==> config.mk <==
export PLATFORM = sky130hd
export DESIGN_NAME = run_length_logger
export DESIGN_NICKNAME = d
export VERILOG_FILES = /design/src/rtl/run_length_logger.sv
export SDC_FILE = /design/constraint.sdc
export NUM_CORES = 1
export LEC_CHECK = 0
export CAP_MARGIN = 20
export CORE_MARGIN = 1
export CORE_UTILIZATION = 40
export CTS_CLUSTER_SIZE = 8
export DETAILED_ROUTE_END_ITERATION = 16
export DONT_BUFFER_PORTS = 1
export PLACE_DENSITY = 0.62
export SETUP_SLACK_MARGIN = 0.2
export SLEW_MARGIN = 20
export SYNTH_ARGS = -nofsm -noshare
export SYNTH_HDL_FRONTEND = slang
export SYNTH_SLANG_ARGS = --single-unit
==> constraint.sdc <==
create_clock -name clk -period 4 [get_ports clk]
set_input_delay 0.6 -clock clk [delete_from_list [all_inputs] [get_ports clk]]
set_output_delay 0.6 -clock clk [all_outputs]
set_load 0.02 [all_outputs]
==> src/rtl/run_length_logger.sv <==
// Measures runs of consecutive 1s flagged by the two-ones detector and queues
// one saturated length record per completed run in a small drop-on-full FIFO.
module run_length_logger #(
    parameter int LEN_W = 8,
    parameter int DEPTH = 4
) (
    input  logic             clk,
    input  logic             reset_n,
    input  logic             det_in,
    output logic [LEN_W-1:0] run_len,
    output logic             run_valid,
    input  logic             run_ready,
    output logic [7:0]       drop_cnt
);

    localparam int AW = $clog2(DEPTH);
    localparam int CW = AW + 1;
    localparam logic [LEN_W-1:0] LEN_MAX = {LEN_W{1'b1}};

    typedef enum logic {
        IDLE = 1'b0,
        RUN  = 1'b1
    } state_t;

    state_t           state;
    logic [LEN_W-1:0] len;
    logic [LEN_W-1:0] mem [DEPTH];
    logic [AW-1:0]    wr_ptr;
    logic [AW-1:0]    rd_ptr;
    logic [CW-1:0]    count;

    logic push;
    logic pop;
    logic full;
    logic push_ok;
    logic drop;

    // A run closes on the first low det_in sample while measuring
    assign push    = (state == RUN) && !det_in;
    assign pop     = run_valid && run_ready;
    assign full    = (count == CW'(DEPTH));
    assign push_ok = push && (!full || pop);
    assign drop    = push && full && !pop;

    assign run_valid = (count != '0);
    assign run_len   = run_valid ? mem[rd_ptr] : '0;

    always_ff @(posedge clk) begin
        if (!reset_n) begin
            state <= IDLE;
            len   <= '0;
        end else begin
            case (state)
                IDLE: begin
                    if (det_in) begin
                        len   <= LEN_W'(2);
                        state <= RUN;
                    end
                end
                RUN: begin
                    if (det_in) begin
                        len <= (len == LEN_MAX) ? len : len + LEN_W'(1);
                    end else begin
                        len   <= '0;
                        state <= IDLE;
                    end
                end
                default: begin
                    len   <= '0;
                    state <= IDLE;
                end
            endcase
        end
    end

    // Storage carries no reset; occupancy alone decides what is visible
    always_ff @(posedge clk) begin
        if (reset_n && push_ok) begin
            mem[wr_ptr] <= len;
        end
    end

    always_ff @(posedge clk) begin
        if (!reset_n) begin
            wr_ptr   <= '0;
            rd_ptr   <= '0;
            count    <= '0;
            drop_cnt <= '0;
        end else begin
            if (push_ok) begin
                wr_ptr <= wr_ptr + AW'(1);
            end
            if (pop) begin
                rd_ptr <= rd_ptr + AW'(1);
            end
            count <= count + CW'(push_ok) - CW'(pop);
            if (drop && (drop_cnt != 8'hFF)) begin
                drop_cnt <= drop_cnt + 8'd1;
            end
        end
    end

endmodule

==> results of run 1 <==
==> stage by stage <==
stage | power (W) | setup slack, ns
global placement | 0.0009881 | 1.361
CTS | 0.001624 | 1.348
floorplan | 0.0009580 | 1.537
finish | 0.001603 | 1.393
detailed placement | 0.0009957 | 1.298
global route | 0.001687 | 1.170
==> cell usage in the layout, fill, tap and decap left out, types with 2 or more instances in the layout <==
cell,instances
xor2_1,3
mux4_2,8
nand2_1,7
nand4_1,2
bufinv_16,3
clkbuf_8,9
edfxtp_1,32
dfxtp_1,26
a311oi_1,3
and2_1,12
and3_1,8
a211oi_1,4
and4_1,2
nand3_1,7
a31oi_1,3
a21oi_1,4
nor2_1,19
nor3_1,2
a31o_2,2
a2111oi_0,2
or3_1,2
ha_1,8
inv_1,9
xnor2_1,9
o21ai_0,6
==> area by class of cell <==
cell class	count	area (µm²)	area share, %
tap	75	93.84	3.310
sequential	58	1481	52.25
clock buffer	9	123.9	4.369
multi-input combinational	125	996.0	35.13
clock inverter	6	106.4	3.751
inverter	9	33.78	1.192
==> registers in the layout, summed over array words and instances, names as in the netlist, named ones only <==
name and flops:
len 8, wr_ptr 2, rd_ptr 2, drop_cnt 8
state 1, count 3, mem 32
==> path summary, 6_finish.rpt <==
check                                end  slack [ns]  cells past startpoint
setup reg to reg     count[2]$_SDFF_PN0_        1.39                     10
hold reg to reg   rd_ptr[1]$_SDFFE_PN0N_        0.53                      2
setup / recovery     count[2]$_SDFF_PN0_        1.39                     10
hold / removal       count[0]$_SDFF_PN0_        0.39                      1
==> critical path, cell delays in order (launching register included) <==
cell	delay, ns
dfxtp_1	0.37
or3_1	0.60
and2_1	0.29
ha_1	0.27
inv_1	0.05
ha_1	0.13
inv_1	0.05
fa_1	0.37
xor2_1	0.18
xnor2_1	0.13
nor2_1	0.05
==> where the power goes <==
| group | internal, W | switching, W |
|---|---|---|
| logic | 0.000119 | 0.000151 |
| clock network | 0.000407 | 0.000222 |
| registers | 0.000655 | 0.0000502 |
==> cells by family after synthesis <==
logic type               count (synthesis)  synth area share [%]
AO/OA/AOI/OAI                           30                 9.132
XOR/XNOR                                12                 4.124
adder cells (fa/ha/maj)                  9                 4.713
buffers and inverters                   18                 2.798
flip-flops                              58                 58.12
multiplexers                             8                 7.069
AND/OR/NAND/NOR                         66                 14.04
==> routing by layer <==
layer,vias to the layer above,track usage [%],share of wire (%)
li1,751,-,-
met2,37,20.58,43
met5,-,0,0
met1,723,19.09,49
met4,0,10.00,3.0
met3,12,4.000,4.4
==> results_dict.tcl, run 1 <==
set metrics [dict create \
    yosysMostFrequentCell "edfxtp_1" \
    ant_nets 0 \
    hold_viol 0 \
    tightest_slew_ns 0.6094 \
    grt_overflow_total 0 \
    power.density_nw_per_um2 565.5 \
    clk_pin_slew_ns 0.07 \
    die-height_um 81.83 \
    wl_per_cell_um 15.06 \
    drt_pass1_iterations 4 \
    async_reset_ff_share_pct 0 \
    totalWireLength_um 4246 \
    slew_headroom_pct 58.95 \
    synthesis.nets 214 \
    root_buffer "clkbuf_8" \
    syn_to_final_growth_pct 11.24 \
    placed_area_um2 2605 \
    synth_cells 201 \
    antenna_found_initial 0 \
    rsz0062_at_grt "no" \
    cts_resized 0 \
    worstHoldStart "reset_n" \
    nets 216 \
    dp.cells 267 \
    instances_no_fill 282 \
    grt_pass1_vias 1364 \
    cts_buffer_depth 2 \
    setup_violations 0 \
    portBuffers 0 \
    leakagePower_nw 0.9674 \
    num_antenna_cells 0 \
    cts_max_level 3 \
    grt_pass1_wl_um 6831 \
    crit_arrival_ns 2.81 \
    postCtsSetupRepairBufs 0 \
    dr_total_vias 1523 \
    crit_path_max_fanout 11 \
    cts.sinks 58 \
    clk_latency_ns 0.33 \
    cts_made_buffers 9 \
    yosysWarnings 0 \
    synth_edf_count 32 \
    layout-drive-gt1-share_pct 13.53 \
    synth_seq_cells 58 \
    cts_tree "done" \
    period_share_pct 65.16 \
    whs_ns 0.3881 \
    die_w_um 81.83 \
    final_util_pct 47.05 \
    worst_hold_path_type "input pin to flop" \
    period_minus_slack_ns 2.607 \
    die_area_um2 6695 \
    fmax_ghz 0.3836 \
    synthFlopType "edfxtp_1" \
    reg2reg_from "count[1]$_SDFF_PN0_" \
    slew_viol_final 0 \
    endpoint_kind "flop" \
    fin_setup_tns_ns 0 \
    finClkSkew_ns 0.006241 \
    cts-hold-fix-buffers 0 \
    ios 21 \
    syn_avg_cell_area_um2 12.68 \
    synth-seq-area-share_pct 58.12 \
    critPathLaunchType "flop" \
    maxCapViolations 0 \
    place.gp.congestion 0.7219 \
    grt_usage_pct 14.51 \
    synth_cell_types 37 \
    status "finished clean" \
    start_util_pct 42.30 \
    max-vdd-ir-drop_mv 0.2274 \
    synth_area_leaders "edfxtp_1 (38%), dfxtp_1 (20%), mux4_2 (7.1%)" \
    drc 0 \
    drtIter0Drc 115 \
    synth_top_area_cell "edfxtp_1" \
    worst-endpoint-required_ns 4.21 \
    rows 28 \
    drt-vias-per-instance 5.401 \
    synth_top_area_share_pct 37.70 \
    fillCellCount 539 \
    cp-startpoint "count[1]$_SDFF_PN0_" \
    critical_path_class "flop to flop" \
    core_um2 6026 \
    dp_hpwl_um 2851 \
    synthTopCellsByCount "edfxtp_1 (32), dfxtp_1 (26), nor2_1 (19), and2_1 (12)" \
    grt_max_degree 17 \
    synth_area_um2 2549 \
    stdcell_area_um2 2835 \
]
No activity file was read; power rests on OpenSTA's default activity.
==> run 2: changes to the inputs <==
==> constraint.sdc (replaced) <==
create_clock -name clk -period 2.6 [get_ports clk]
set_input_delay 0.39 -clock clk [delete_from_list [all_inputs] [get_ports clk]]
set_output_delay 0.39 -clock clk [all_outputs]
set_load 0.02 [all_outputs]
==> results_dict.tcl, run 2 (synthesis results as in run 1) <==
set metrics [dict create \
    worst_r2r_path_depth 10 \
    drc 0 \
    finClkSkew_ns 0.007406 \
    power.density_nw_per_um2 802.7 \
    crit_path_max_fanout 4 \
    period_minus_slack_ns 2.224 \
    worst_hold_path_type "input pin to flop" \
    fillCellCount 562 \
    ios 21 \
    hold_depth 1 \
    cts_made_buffers 9 \
    cts_tree "done" \
    crit_buf_inv 2 \
    num_antenna_cells 0 \
    status "finished clean" \
    drt_pass1_iterations 4 \
    period_share_pct 85.53 \
    die-height_um 81.83 \
    wl_per_cell_um 15.63 \
    nets 221 \
    cts_max_level 3 \
    final_cell_mix "edfxtp_1 (32), dfxtp_1 (22), nor2_1 (18)" \
    endpoint_kind "flop" \
    cp_cell_sequence "or3_4 -> and2_4 -> ha_4 -> inv_1 -> ha_2 -> inv_2 -> fa_2 -> xor2_2 -> xnor2_1 -> nor2_1" \
    place.gp.congestion 0.7434 \
    crit_arrival_ns 2.43 \
    ant_nets 0 \
    fmax_ghz 0.4497 \
    holdPathEnd "state$_SDFF_PN0_" \
    slew_headroom_pct 62.45 \
    grt_usage_pct 14.92 \
    rows 28 \
    drtIter0Drc 80 \
    leakagePower_nw 0.9641 \
    grt_overflow_total 0 \
    tightest_slew_ns 0.5574 \
    critPathLaunchType "flop" \
    cts_buffer_depth 2 \
    worst-endpoint-required_ns 2.81 \
    grt_pass1_vias 1422 \
    syn_to_final_growth_pct 12.13 \
    start_util_pct 42.30 \
    grt_max_degree 17 \
    portBuffers 0 \
    reg2reg_from "count[0]$_SDFF_PN0_" \
    dp_hpwl_um 2887 \
    worstHoldStart "det_in" \
    clk_pin_slew_ns 0.07 \
    dr_total_vias 1527 \
    critical_path_class "flop to flop" \
    max-vdd-ir-drop_mv 0.3166 \
    rsz0062_at_grt "no" \
    cpMaxStageDelayCell "fa_2" \
    drt-vias-per-instance 5.302 \
    largest_reg_flops 32 \
    clk_latency_ns 0.34 \
    antenna_found_initial 0 \
    totalPowerFinal_w 0.002294 \
    maxCapViolations 0 \
    die_w_um 81.83 \
    reg2reg_to "count[2]$_SDFF_PN0_" \
    die_area_um2 6695 \
    layout_commonest_cell "edfxtp_1" \
    totalWireLength_um 4501 \
    slew_viol_final 0 \
    regMostFlops "mem" \
    reg_top3 "mem (32), drop_cnt (8), len (8)" \
    root_buffer "clkbuf_8" \
    hold_viol 0 \
    r2r_slack_ns 0.38 \
    grt_pass1_wl_um 7058 \
    setup_violations 0 \
    fin_setup_tns_ns 0 \
    core_um2 6026 \
    cp_top_family "adder cells" \
    cp_slowest_stage_delay_ns 0.39 \
    layout-drive-gt1-share_pct 21.13 \
    cts.sinks 58 \
]
-- run 2: power by group --
group | leakage, nW | internal (W) | switching (W)
combinational | 0.362 | 0.000250 | 0.000257
clock | 0.0795 | 0.000336 | 0.000348
sequential | 0.523 | 0.00102 | 0.0000863
-- run 2: how the worst max path moves through the flow --
stage                        startpoint             endpoint  slack, ns  depth (start not counted)
floorplan                        det_in  count[2]$_SDFF_PN0_       0.35                         11
global placement    count[1]$_SDFF_PN0_  count[2]$_SDFF_PN0_       0.35                         10
detailed placement  count[1]$_SDFF_PN0_  count[2]$_SDFF_PN0_       0.26                         11
CTS                 count[1]$_SDFF_PN0_  count[2]$_SDFF_PN0_       0.26                         11
global route        count[1]$_SDFF_PN0_  count[2]$_SDFF_PN0_       0.17                         11
finish              count[0]$_SDFF_PN0_  count[2]$_SDFF_PN0_       0.38                         10
-- run 2: metal layers --
layer	GRT usage [%]	share of wire (%)
met5	0	0
met4	11.05	1.8
met3	3.556	2.6
met2	21.90	47
met1	19.04	49
-- run 2: final cells by class --
| type | count | area [µm²] | area share [%] |
|---|---|---|---|
| Clock buffer | 10 | 127.6 | 4.466 |
| Clock inverter | 6 | 33.78 | 1.182 |
| Inverter | 9 | 33.78 | 1.182 |
| Multi-Input combinational cell | 125 | 1040 | 36.38 |
| Sequential cell | 58 | 1491 | 52.19 |
| Tap cell | 75 | 93.84 | 3.284 |
| Timing Repair Buffer | 5 | 37.54 | 1.313 |
-- run 2: stage by stage --
stage / util, % / hold slack (ns) / area [µm²] / cells / setup WS, ns
global route: 47.43 / 0.1709 / 2858 / 288 / 0.1700
CTS: 46.16 / 0.1646 / 2781 / 285 / 0.2585
finish: 47.43 / 0.1739 / 2858 / 288 / 0.3763
floorplan: - / 0.4847 / 2549 / 201 / 0.3469
global placement: 43.48 / 0.5074 / 2620 / 269 / 0.3487
detailed placement: 43.48 / 0.5152 / 2620 / 269 / 0.2622
-- run 2: what timing repair did --
item | 4_1_cts | 5_1_grt
hold buffers | 0 | 0
buffers inserted | 0 | 3
hold endpoints to repair | 0 | 0
endpoints found under the setup margin | 0 | 1
gates resized for setup | 0 | 15
